===== config.mk =====
export PLATFORM = sky130hd
export DESIGN_NAME = timer_counter
export DESIGN_NICKNAME = d
export VERILOG_FILES = /design/src/rtl/timer_counter_pkg.sv /design/src/rtl/timer_counter.sv
export SDC_FILE = /design/constraint.sdc
export NUM_CORES = 1
export LEC_CHECK = 0
export BUFFER_PORTS_ARGS = -buffer_cell sky130_fd_sc_hd__buf_2
export CORE_ASPECT_RATIO = 1.5
export CORE_MARGIN = 1
export CORE_UTILIZATION = 45
export DETAILED_ROUTE_END_ITERATION = 8
export GPL_TIMING_DRIVEN = 0
export PLACE_DENSITY = 0.73
export SETUP_SLACK_MARGIN = 0.3
export SYNTH_ARGS = -nofsm -noshare
export SYNTH_HDL_FRONTEND = slang
export SYNTH_SLANG_ARGS = --single-unit
export TNS_END_PERCENT = 1

===== constraint.sdc =====
create_clock -name clk -period 2.3 [get_ports clk]
set_input_delay 0.46 -clock clk [delete_from_list [all_inputs] [get_ports clk]]
set_output_delay 0.46 -clock clk [all_outputs]
set_load 0.1 [all_outputs]

===== src/rtl/timer_counter_pkg.sv =====
// Shared register map, CTRL field positions and FSM state encodings for the countdown timer.
package timer_counter_pkg;

  localparam logic [1:0] TC_CTRL   = 2'd0;
  localparam logic [1:0] TC_PRESET = 2'd1;
  localparam logic [1:0] TC_COUNT  = 2'd2;

  localparam int unsigned CTRL_W    = 4;
  localparam int unsigned CTRL_EN   = 0;
  localparam int unsigned CTRL_MODE = 1;
  localparam int unsigned CTRL_IM   = 3;

  // Only 01 reloads; 00 and the reserved 1x codes run one-shot.
  localparam logic [1:0] MODE_RELOAD = 2'b01;

  typedef enum logic [1:0] {
    ST_IDLE = 2'd0,
    ST_LOAD = 2'd1,
    ST_CNT  = 2'd2,
    ST_INT  = 2'd3
  } tc_state_e;

endpackage


===== src/rtl/timer_counter.sv =====
// Memory-mapped countdown timer: counts PRESET down to zero and raises IRQ,
// one-shot (level held until acknowledged) or auto-reload (1-cycle pulses).
module timer_counter
  import timer_counter_pkg::*;
#(
  parameter int unsigned WIDTH = 32
) (
  input  logic        clk,
  input  logic        reset,
  input  logic [1:0]  Addr,
  input  logic        WE,
  input  logic [31:0] DIn,
  output logic [31:0] DOut,
  output logic        IRQ
);

  logic [CTRL_W-1:0] ctrl;
  logic [WIDTH-1:0]  preset;
  logic [WIDTH-1:0]  count;
  logic              irq_flag;
  tc_state_e         state;

  logic ctrl_wr;
  logic preset_wr;
  logic enable;
  logic reload;

  assign ctrl_wr   = WE && (Addr == TC_CTRL);
  assign preset_wr = WE && (Addr == TC_PRESET);
  assign enable    = ctrl[CTRL_EN];
  assign reload    = (ctrl[CTRL_MODE +: 2] == MODE_RELOAD);

  assign IRQ = ctrl[CTRL_IM] & irq_flag;

  // Zero-latency read mux; the reserved offset reads as zero.
  always_comb begin
    DOut = 32'd0;
    case (Addr)
      TC_CTRL:   DOut = 32'(ctrl);
      TC_PRESET: DOut = 32'(preset);
      TC_COUNT:  DOut = 32'(count);
      default:   DOut = 32'd0;
    endcase
  end

  // Bus writes first, FSM updates after, so a flag set in CNT beats a same-cycle ack.
  always_ff @(posedge clk) begin
    if (reset) begin
      ctrl     <= '0;
      preset   <= '0;
      count    <= '0;
      irq_flag <= 1'b0;
      state    <= ST_IDLE;
    end else begin
      if (ctrl_wr)   ctrl   <= DIn[CTRL_W-1:0];
      if (preset_wr) preset <= DIn[WIDTH-1:0];
      if (ctrl_wr || preset_wr) irq_flag <= 1'b0;

      case (state)
        ST_IDLE: begin
          if (enable) state <= ST_LOAD;
        end
        ST_LOAD: begin
          count <= preset;
          state <= ST_CNT;
        end
        ST_CNT: begin
          if (!enable) begin
            state <= ST_IDLE;
          end else if (count > WIDTH'(1)) begin
            count <= count - WIDTH'(1);
          end else begin
            count    <= '0;
            irq_flag <= 1'b1;
            state    <= ST_INT;
          end
        end
        ST_INT: begin
          if (reload) begin
            irq_flag <= 1'b0;
            state    <= enable ? ST_LOAD : ST_IDLE;
          end else begin
            // A CPU CTRL write in this cycle keeps whatever Enable it wrote.
            if (!ctrl_wr) ctrl[CTRL_EN] <= 1'b0;
            state <= ST_IDLE;
          end
        end
        default: state <= ST_IDLE;
      endcase
    end
  end

endmodule

* Yosys cells after proc, flatten, opt, wreduce, memory -nomap -nowiden
Index checks and enable logic that the tools add are counted.
Storage, ports and cells: flip-flop bits (word level) 71, bits in latches 0, memory bits (writable) 0, bits in read-only memories 0, input bits 37, output and inout bits 33, logic and storage cells 45, memories kept 0
Operators by class: add/sub/neg operators 1, multipliers 0, div/mod/pow operators 0, $lt $le $gt $ge 1, eq/ne operators 9, shift operators 0, mux-type cells 19, bitwise gates (word level) 1, reductions and logical operators 8
Operator list (count):
- 32-bit case mux with 3 select lines | 1
- 32-bit two-way mux | 2
- 32-bit case mux with 2 select lines | 1
- 32-bit by 1-bit > comparator with 1-bit output, second input constant | 1
- 32-bit by 1-bit subtractor with 32-bit output, second input constant | 1
- 1-bit two-way mux | 10
- 2-bit case mux with 4 select lines | 1
- 2-bit by 1-bit == test with 1-bit output, second input constant | 3
- 2-bit == test, second input constant | 3
- 2-bit two-way mux | 3
- 2-bit zero test | 2
- 2-bit inequality test, second input constant | 2
- 2-bit AND reduction | 2
- 3-bit inequality test, second input constant | 1
- 1-bit logical AND | 2
- 1-bit case mux with 2 select lines | 1
- 2-bit nonzero test | 1
- 1-bit bitwise AND | 1
- 1-bit logical OR | 1

* Logic depth before layout (Yosys ltp)
Gate-level depths: netlist (run 1).
depth in word-level cells 7, mapped depth 9, mapped depth without buffers 7

* Worst setup path after synthesis (run 1)
OpenSTA, ideal clock, no wires.
path type input port to output port, from in Addr[0], to out DOut[0], arrival 2.944 ns, required time 1.840 ns, path slack -1.104 ns, cell stages on the path 3, buffers on the path 1, cell sequence clkbuf_1 mux2i_1 o21ai_0
On the way: cells in the longest elaborated chain, start to end 2, elaborated cells on any way between the ends 4, classes of those cells 2 x eq/ne; 1 x mux; 1 x reduce/logical
RTL lines:
- start, declared | RTL line timer_counter.sv:10 | input logic [1:0] Addr,
- 2-bit == test (tied with other cells) | RTL line timer_counter.sv:38 | case (Addr)
- 32-bit case mux with 3 select lines * | RTL line timer_counter.sv:38
- end, declared | RTL line timer_counter.sv:13 | output logic [31:0] DOut,
Mark *: on every way between the ends. The rest lies on a longest branch, timed or not.

* Worst setup path in the final report (run 1)
from reg count[24], to reg count[26]
On the way: cells in the longest elaborated chain, start to end 4, elaborated cells on any way between the ends 5, classes of those cells 1 x add/sub; 1 x order compare; 3 x mux
RTL lines:
- start, declared | RTL line timer_counter.sv:19 | logic [WIDTH-1:0] count;
- start signal, assigned | RTL line timer_counter.sv:64 | count <= preset;
- start signal, assigned | RTL line timer_counter.sv:71 | count <= count - WIDTH'(1);
- 32-bit by 1-bit subtractor with 32-bit output or 32-bit by 1-bit > comparator with 1-bit output (tied branches) | RTL line timer_counter.sv:71, timer_counter.sv:70
- 32-bit two-way mux * | RTL line timer_counter.sv:70 | end else if (count > WIDTH'(1)) begin
- 32-bit two-way mux * | RTL line timer_counter.sv:68 | if (!enable) begin
- 32-bit case mux with 2 select lines * | RTL line timer_counter.sv:59 | case (state)
Mark *: on every way between the ends. The rest lies on a longest branch, timed or not. The select of a mux whose other input is x is not followed. A chain may end at the register's enable or synchronous reset.

==> summary.md, run 1 <==
| Metric | Value |
|---|---|
| Core area | 8460 um^2 |
| Final Setup Violations | 5 |
| Gr ovfl total | 0 |
| DP HPWL | 10200 um |
| H-tree level count | 3 |
| Seq/Total Area, Yosys | 0.362 |
| Fmax | 410 MHz |
| Clock tree sinks | 71 |
| Hold Vio Cnt, Final | 0 |
| Clk Latency, worst-skew pair | 0.34 ns |
| Clk buf depth | 2 |
| Vias per Instance | 6.40 |
| Ys async rst share | 0 |
| Yosys cell types | 58 |
| Routed Antenna Nets | 0 |
| Worst Hold Class | primary input to flop |
| DR vias | 4533 |
| Setup WS pre-CTS | -0.705 ns |
| Max-slew violation count | 0 |
| Initial core utilization | 0.464 |
| Die Ht | 116 um |
| Die W | 78.3 um |
| Outcome | finished with violations |
| DRT Pass-1 Iters | 6 |
| CTS tree | built |
| # diodes | 0 |
| Vias in the first global route | 4452 |
| Crit path cell chain | or4_4 > or4_4 > or4_4 > buf_6 > a22oi_1 > o32ai_1 |
| GR Layer Usage met2 | 0.607 |
| R2R cell count | 6 |
| # rows | 41 |
| Cell count after placement | 686 |
| FF+latch count, synth | 71 |
| WP data required | 2.51 ns |
| Worst-path clk slew | 0.05 ns |
| Slew margin rel. | 0.525 |
| CP peak stage delay | 0.57 ns |
| Minimum clock period | 2.44 ns |
| First-pass GRT wire length | 23200 um |
| Crit path from | count[24] |
| Antenna violations before repair | 0 |
| GRT Util Overall | 0.341 |
| CP arrival | 2.66 ns |
| Routed wire per std cell | 20.9 um |
| Top cell type's share of synthesized area | 0.362 |
| CTS buffer count | 9 |
| Most used cell along the critical path | or4_4 |
| Drc violations | 0 |
| Routed WL | 14800 um |
| Non-Filler Instances | 708 |
| Setup WS post-layout | -0.142 ns |
| M3 GR Usage | 0.0500 |
| CP startpoint kind | flop |
| Busiest grt layer | met2 |
| Syn_area_per_cell | 7.67 um^2 |
| Final core utilization | 0.658 |
| Largest area contributor in the netlist | dfxtp_1 |
| RR Endpoint | count[26] |
| Max-Cap Viols | 0 |
| Reg2reg setup slack | -0.14 ns |
| DIE AREA | 9110 um^2 |
| Total Power | 2990 uW |
| Post-synth EDFFs | 0 |
| RSZ-0062 raised after global routing | yes |
| GPL Wtd Cong | 0.946 |
| Synth Cell Area | 3930 um^2 |
| CTS Root Cell | clkbuf_16 |
| Fraction of layout cells with a size suffix above 1 | 0.295 |
| DRT iter0 DRCs | 472 |
| Synth top cells by count | 94 x nand2_1, 71 x dfxtp_1, 48 x a21oi_1, 43 x clkbuf_1, 27 x a22o_1 |
| Worst setup EP type | flop |
| Most numerous cell in the Yosys netlist | nand2_1 |
| Area contributors post-synth | dfxtp_1 36%, nand2_1 9.0%, a21oi_1 6.1% |
| Synth warnings | 0 |
| CP Capture Point | count[26] |
| LEAKAGE | 0.00226 uW |
| Post-Syn Nets | 551 |
| Worst vdd ir | 426 uV |
| Fin crit share | 1.06 |
| Slowest cell on crit path | or4_4 |
| Crit path max fanout | 8 |
| Worst reg2reg path startpoint | count[24] |
| Nets@finish | 637 |
| Final setup skew | 0.00358 ns |
| I/O pin count | 70 |
| Synth Flop Type | dfxtp_1 |
| Failing checks | setup timing |
| Syn Inst Count | 512 |
| Pwr dens | 537 nW/um^2 |
| Largest net degree at the start of global routing | 11 |
| Crit Path Class | flop to flop |
| Slew @ Worst Pin | 0.712 ns |
| Count of input and output buffers | 67 |
| Global Route met1 Usage | 0.379 |
| P&R area growth vs syn | 41.7% |
how the worst min path moves through the flow:
stage	endpoint	depth (start not counted)	start
after floorplan	preset[2]	2	preset[2]
after global placement	preset[3]	2	preset[3]
after detailed placement	preset[3]	2	preset[3]
after CTS	preset[21]	3	DIn[21]
after global routing	preset[6]	3	DIn[6]
final	preset[25]	3	DIn[25]
kinds of logic (layout without fill, tap and decap cells):
family / Yosys count / after routing / synth area share
compound gates: 165 / 165 / 0.291
fa+ha+maj: 2 / 2 / 0.00637
buf+inv: 62 / 151 / 0.0618
flops: 71 / 71 / 0.362
mux: 9 / 9 / 0.0233
simple gates: 203 / 203 / 0.255
through the flow:
stage | hold WS (ns) | TNS [ns] | instance area (um^2)
3_5_place_dp | 0.471 | -37.15 | 4690
2_1_floorplan | 0.449 | 0 | 4220
6_report | 0.349 | -0.504 | 5570
4_1_cts | 0.350 | -0.506 | 5500
3_3_place_gp | 0.462 | -37.15 | 4690
5_1_grt | 0.364 | -1.54 | 5570
final cells by class:
class / instances / area (um^2)
buffer: 49 / 370
timing repair buffer: 75 / 698
sequential: 71 / 1430
fill: 734 / 2900
tap: 107 / 134
multi-input combinational: 379 / 2640
clock buffer: 12 / 236
inverter: 13 / 48.8
clock inverter: 2 / 10.0
cells in the final DEF (no fill, tap or decap), types with 14 or more instances in the layout:
cell type / synthesis / routed
a32oi_1: 14 / 14
a21oi_1: 48 / 48
buf_2: 2 / 35
nand2_1: 94 / 93
dfxtp_1: 71 / 67
clkbuf_1: 43 / 23
a31oi_1: 19 / 18
a22o_4: 0 / 26
nor2_1: 16 / 15
buf_6: 1 / 15
nand3_1: 23 / 22
power by group:
group	internal [uW]	total, uW	switching (uW)
sequential	1250	1280	28.1
clock	715	1240	529
combinational	171	462	290
total	2140	2990	848
routing by layer:
layer  share of wire  vias up  wire, um
met5               0        -         0
met4           0.052        0       770
met3           0.074       62      1100
met2            0.50      270      7320
met1            0.38     2108      5580
li1                -     2093         -
state kept, by name (all words and copies together) (netlist names):
register  cells
ctrl          4
count        32
preset       32
state         2
irq_flag      1
what timing repair did:
| item | 4_1_cts | 5_1_grt |
|---|---|---|
| hold buffers | 0 | 0 |
| resized for setup | 149 | 17 |
| gates cloned | 0 | 0 |
| pin swaps | 5 | 5 |
| setup endpoints to repair | 67 | 63 |
| buffers inserted | 5 | 3 |
worst max-delay path, delay by kind of cell, from the launching register on:
family          cells  cell delay, ns
simple gates        3            1.53
flops               1            0.37
compound gates      2            0.25
buf+inv             1            0.16
(Power assumes the default switching activity.)
==> run 2: changes to the inputs <==
--- a/config.mk
+++ b/config.mk
@@ -11,7 +11,7 @@
 export CORE_UTILIZATION = 45
 export DETAILED_ROUTE_END_ITERATION = 8
 export GPL_TIMING_DRIVEN = 0
-export PLACE_DENSITY = 0.73
+export PLACE_DENSITY = 0.71
 export SETUP_SLACK_MARGIN = 0.3
 export SYNTH_ARGS = -nofsm -noshare
 export SYNTH_HDL_FRONTEND = slang
==> constraint.sdc (replaced) <==
create_clock -name clk -period 2.5 [get_ports clk]
set_input_delay 0.5 -clock clk [delete_from_list [all_inputs] [get_ports clk]]
set_output_delay 0.5 -clock clk [all_outputs]
set_load 0.1 [all_outputs]
==> run 2 against run 1 <==
  * The run now ends clean
  * Clock-buffer cell count shrank 1
  * Wire length shrank 3.7%
  * Fmax grew 2.6%
  * Combinational power shrank 15%
  * Cell area shrank 4.8%
  * Die area is the same
  * First-iteration DRC count grew 1.5%
  * Clock power grew 11%
  * Via count shrank 2.6%
  * Flip-flop and latch count is the same
  * Critical endpoint is now count[8]
  * Largest cell class unchanged
==> summary.md, run 2 (synthesized netlist as in run 1, its figures left out) <==
| Metric | Value |
|---|---|
| Worst vdd ir | 396 uV (-7.1%) |
| CTS Root Cell | clkbuf_16 |
| GPL Wtd Cong | 0.984 (+4.0%) |
| Max-slew violation count | 0 (unchanged) |
| Count of input and output buffers | 67 (unchanged) |
| Crit path cell chain | clkbuf_1 > nand3b_1 > and2_1 > clkbuf_2 > or4b_2 > a31oi_1 |
| WP buf/inv | 2 (+1) |
| CP arrival | 2.65 ns (about the same) |
| DIE AREA | 9110 um^2 (unchanged) |
| LEAKAGE | 0.00219 uW (-3.3%) |
| Clk buf depth | 2 (unchanged) |
| Cell count after placement | 686 (unchanged) |
| P&R area growth vs syn | 34.9% |
| Non-Filler Instances | 704 (-0.56%) |
| Largest net degree at the start of global routing | 12 (+1) |
| Nets@finish | 632 (-0.78%) |
| Routed WL | 14200 um (-3.7%) |
| Final setup skew | 0.0109 ns (+0.00732 ns) |
| Commonest non-fill, non-tap cell in the layout | nand2_1 |
| Fmax | 420 MHz (+2.6%) |
| Routed wire per std cell | 20.2 um (-3.2%) |
| Vias per Instance | 6.27 (-2.0%) |
| Most frequent cells in the layout | 94 x nand2_1, 64 x dfxtp_1, 48 x a21oi_1 |
| DR vias | 4417 (-2.6%) |
| Initial core utilization | 0.464 (unchanged) |
| Die Ht | 116 um (unchanged) |
| Worst-path clk slew | 0.06 ns (about the same) |
| First-pass GRT wire length | 22000 um (-5.1%) |
| Slew @ Worst Pin | 0.751 ns (+0.0391 ns) |
| CP peak stage delay | 0.67 ns (+0.10 ns) |
| DRT Pass-1 Iters | 5 (-1) |
| Hold Vio Cnt, Final | 0 (unchanged) |
| DRT iter0 DRCs | 479 (+1.5%) |
| CTS tree | built |
| CTS buffer count | 9 (unchanged) |
| Pwr dens | 557 nW/um^2 (+3.8%) |
| Slowest cell on crit path | or4b_2 |
| # diodes | 0 (unchanged) |
| Minimum clock period | 2.38 ns (-0.0626 ns) |
| Slew margin rel. | 0.499 (-0.0261) |
| Final Setup Violations | 0 (-5) |
| Gr ovfl total | 0 (unchanged) |
| Largest regs | count: 32 flops, preset: 32 flops, ctrl: 4 flops |
| RSZ-0062 raised after global routing | yes |
| Hold-fix buffers, CTS | 0 (unchanged) |
| Clk Latency, worst-skew pair | 0.35 ns (about the same) |
| Crit Path Class | flop to flop |
| Crit path max fanout | 10 (+2) |
| Vias in the first global route | 4180 (-6.1%) |
| Setup_tns | 0 ns (+0.504 ns) |
| Total Power | 2950 uW (-1.2%) |
| Clock tree sinks | 71 (unchanged) |
| WP data required | 2.77 ns (+0.26 ns) |
| Fin crit share | 0.952 (-0.110) |
| DP HPWL | 9980 um (-2.3%) |
| Antenna violations before repair | 0 (unchanged) |
| H-tree level count | 3 (unchanged) |
| Worst setup EP type | flop |
| Max-Cap Viols | 0 (unchanged) |
| Drc violations | 0 (unchanged) |
| Outcome | finished clean |
| Core area | 8460 um^2 (unchanged) |
| Fraction of layout cells with a size suffix above 1 | 0.293 (-0.00138) |
| GRT Util Overall | 0.326 (-0.0152) |
| Worst Hold Class | primary input to flop |
| Worst path top cell family by delay | simple AND/OR/NAND/NOR gates |
| CP startpoint kind | flop |
| # rows | 41 (unchanged) |
| Routed Antenna Nets | 0 (unchanged) |
| Die W | 78.3 um (unchanged) |
| I/O pin count | 70 (unchanged) |
## run 2: cell types whose count changed in the layout (fill, tap and decap cells not counted), moves of 6 or more
cell | previous run | this run
buf_12 | 9 | 0
buf_6 | 15 | 6
buf_2 | 35 | 41
buf_8 | 10 | 0
buf_4 | 11 | 29
## run 2: cell type report
class	instances	area, um^2
well taps	107	134
fillers	808	3170
plain buffers	49	275
clock buffers	11	243
inverters	13	48.8
multi-input cells	379	2650
flip-flops and latches	71	1430
clock inverters	4	70.1
repair buffers	70	448
## run 2: repair_timing
item,4_1_cts,5_1_grt
gates resized for setup,77,14
pin swaps,2,0
buffers inserted,3,0
endpoints found under the hold margin,0,0
setup endpoints to repair,66,66
## run 2: stage by stage
step           instance area (um^2)  setup WS [ns]  hold WS [ns]  utilization
4_1_cts                        5260          0.147         0.389        0.622
2_1_floorplan                  4210          0.212         0.449            -
5_1_grt                        5300         0.0476         0.402        0.626
3_3_place_gp                   4680         -0.569         0.465        0.553
6_report                       5300          0.121         0.386        0.626
3_5_place_dp                   4680         -0.565         0.470        0.553
## run 2: path summary, 6_finish.rpt
path,slack (ns),start,endpoint,depth (start not counted)
worst max-delay path,0.12,state[1],count[8],6
worst max register to register,0.12,state[1],count[8],6
worst min-delay path,0.39,DIn[17],preset[17],3
worst min register to register,0.48,preset[2],preset[2],2
## run 2: report_power, final
group / total [uW] / switching (uW) / internal (uW)
clock network: 1380 / 487 / 891
registers: 1180 / 25.9 / 1160
logic: 394 / 263 / 131
total: 2950 / 776 / 2180
## run 2: metal layers
layer / GRT usage / part of all wire / vias to the layer above / routed length, um
met5: 0 / 0 / - / 0
met4: 0.215 / 0.045 / 0 / 646
met3: 0.0430 / 0.057 / 49 / 810
met2: 0.582 / 0.52 / 214 / 7340
met1: 0.361 / 0.38 / 2072 / 5420
li1: - / - / 2082 / -
## run 2: worst reg2reg max path: stages (launching register included)
cell and delay [ns]:
dfxtp_1 0.30, clkbuf_1 0.31, nand3b_1 0.36, and2_1 0.28, clkbuf_2 0.20, or4b_2 0.67, a31oi_1 0.18
==> run 3: changes to the inputs <==
--- a/config.mk
+++ b/config.mk
@@ -9,6 +9,8 @@
 export CORE_ASPECT_RATIO = 1.5
 export CORE_MARGIN = 1
 export CORE_UTILIZATION = 45
+export CTS_BUF_LIST = sky130_fd_sc_hd__clkbuf_4 sky130_fd_sc_hd__clkbuf_8
+export CTS_CLUSTER_SIZE = 16
 export DETAILED_ROUTE_END_ITERATION = 8
 export GPL_TIMING_DRIVEN = 0
 export PLACE_DENSITY = 0.71
==> run 3 against run 2 <==
  * Sequential power about the same
  * Fmax decreased by 1.2%
  * First-iteration DRC count up 15%
  * Non-clock buffer count stayed put
  * Utilization decreased by 1.3 points
  * Hold slack worse by 0.026 ns
  * Clock power is 25% lower
  * Wire length decreased by 0.15%
  * Register-to-register slack worse by 0.03 ns
  * Global-route usage down 0.55 points
  * Die area is the same
==> summary.md, run 3 (synthesized netlist as in run 1, its figures left out) <==
| Metric | Value |
|---|---|
| Outcome | finished clean |
| Final core utilization | 0.613 (-0.0133) |
| Initial core utilization | 0.464 (unchanged) |
| Final Setup Violations | 0 (unchanged) |
| Slew @ Worst Pin | 0.725 ns (-0.0256 ns) |
| CTS tree | built |
| Commonest non-fill, non-tap cell in the layout | nand2_1 |
| Hold Vio Cnt, Final | 0 (unchanged) |
| Slew margin rel. | 0.516 (+0.0170) |
| Fill cell count | 831 (+2.8%) |
| Total Power | 2610 uW (-12%) |
| Setup WS post-layout | 0.0916 ns (-0.0294 ns) |
| Fraction of layout cells with a size suffix above 1 | 0.288 (-0.00503) |
| GPL Wtd Cong | 0.984 (unchanged) |
| Most frequent cells in the layout | 94 x nand2_1, 66 x dfxtp_1, 48 x a21oi_1 |
| Fin crit share | 0.963 (+0.0118) |
| Post-Place Cell Area | 4680 um^2 (unchanged) |
| GRT Util Overall | 0.320 (-0.00545) |
| Nets@finish | 632 (unchanged) |
| LEAKAGE | 0.00214 uW (-2.2%) |
| RSZ-0062 raised after global routing | yes |
| R2R cell count | 6 (unchanged) |
| I/O pin count | 70 (unchanged) |
| P&R area growth vs syn | 32.0% |
| Routed Antenna Nets | 0 (unchanged) |
| Fmax | 415 MHz (-1.2%) |
| Post-route cell area | 5180 um^2 (-2.1%) |
| First-pass GRT wire length | 21800 um (-1.3%) |
| DIE AREA | 9110 um^2 (unchanged) |
| DP HPWL | 9980 um (unchanged) |
| Minimum clock period | 2.41 ns (+0.0294 ns) |
| # rows | 41 (unchanged) |
| DRT iter0 DRCs | 550 (+15%) |
| Core area | 8460 um^2 (unchanged) |
| Crit Path Class | flop to flop |
| Clock tree sinks | 71 (unchanged) |
| # diodes | 0 (unchanged) |
| Hold Path Depth | 3 (unchanged) |
| DRT Pass-1 Iters | 5 (unchanged) |
| Max-slew violation count | 0 (unchanged) |
| Max-Cap Viols | 0 (unchanged) |
| H-tree level count | 3 (unchanged) |
| CP arrival | 2.70 ns (+0.05 ns) |
| Pwr dens | 502 nW/um^2 (-9.9%) |
| Routed WL | 14200 um (-0.15%) |
| CTS Root Cell | clkbuf_8 |
| Worst Hold Class | primary input to flop |
| Smallest hold slack | 0.361 ns (-0.0257 ns) |
| Largest regs | count: 32 flops, preset: 32 flops, ctrl: 4 flops |
| DR vias | 4394 (-0.52%) |
| Setup WS pre-CTS | -0.565 ns (unchanged) |
| Worst setup EP type | flop |
| Gr ovfl total | 0 (unchanged) |
| Worst vdd ir | 398 uV (+0.47%) |
| WP data required | 2.79 ns (+0.02 ns) |
| Die Ht | 116 um (unchanged) |
| Vias per Instance | 6.24 (-0.52%) |
| CP startpoint kind | flop |
| Clk Latency, worst-skew pair | 0.37 ns (+0.02 ns) |
| Largest net degree at the start of global routing | 12 (unchanged) |
| Count of input and output buffers | 67 (unchanged) |
| Crit path max fanout | 10 (unchanged) |
| Die W | 78.3 um (unchanged) |
| Vias in the first global route | 4177 (-0.072%) |
| Drc violations | 0 (unchanged) |
| Final setup skew | 0.0154 ns (+0.00452 ns) |
| CTS buffer count | 9 (unchanged) |
| Clk buf depth | 2 (unchanged) |
| Hold-fix buffers, CTS | 0 (unchanged) |
| Antenna violations before repair | 0 (unchanged) |
| Worst-path clk slew | 0.08 ns (+0.02 ns) |
| Routed wire per std cell | 20.2 um (-0.15%) |
[run 3: routing by layer]
layer | up-vias | track usage | routed length (um)
met5 | - | 0 | 0
met4 | 0 | 0.190 | 538
met3 | 40 | 0.0563 | 1030
met2 | 209 | 0.570 | 7300
met1 | 2064 | 0.357 | 5320
li1 | 2081 | - | -
[run 3: stage by stage]
step                      std cells  setup TNS (ns)
after floorplan                 512               0
final                           704               0
after CTS                       704               0
after global routing            704               0
after global placement          686          -23.20
after detailed placement        686          -22.77
[run 3: power breakdown]
part	internal [uW]	switching [uW]	leakage [uW]
Combinational	128	263	0.00145
Clock	592	444	0.000113
Sequential	1150	26.3	0.000577
[run 3: what timing repair did]
action / CTS / global route
endpoints found under the setup margin: 66 / 66
gates cloned: 0 / 0
pin swaps: 2 / 0
gates resized for setup: 72 / 10
buffers inserted: 3 / 0
[run 3: final cells by class]
class                   count  area, um^2  area share
flip-flops and latches     71        1430       0.276
plain buffers              49         277      0.0533
clock buffers              11         145      0.0280
multi-input cells         379        2650       0.511
well taps                 107         134      0.0258
inverters                  13        48.8     0.00941
repair buffers             70         433      0.0835
clock inverters             4        70.1      0.0135
[run 3: path summary, 6_finish.rpt]
path,from,end,slack [ns]
worst min-delay path,DIn[18],preset[18],0.36
worst max-delay path,state[1],count[8],0.09
worst max register to register,state[1],count[8],0.09
worst min register to register,preset[13],preset[13],0.48
[run 3: critical path, cell delays in order, from the launching register on]
cell,delay [ns]
dfxtp_1,0.31
clkbuf_1,0.31
nand3b_1,0.37
and2_1,0.28
clkbuf_2,0.20
or4b_2,0.67
a31oi_1,0.19
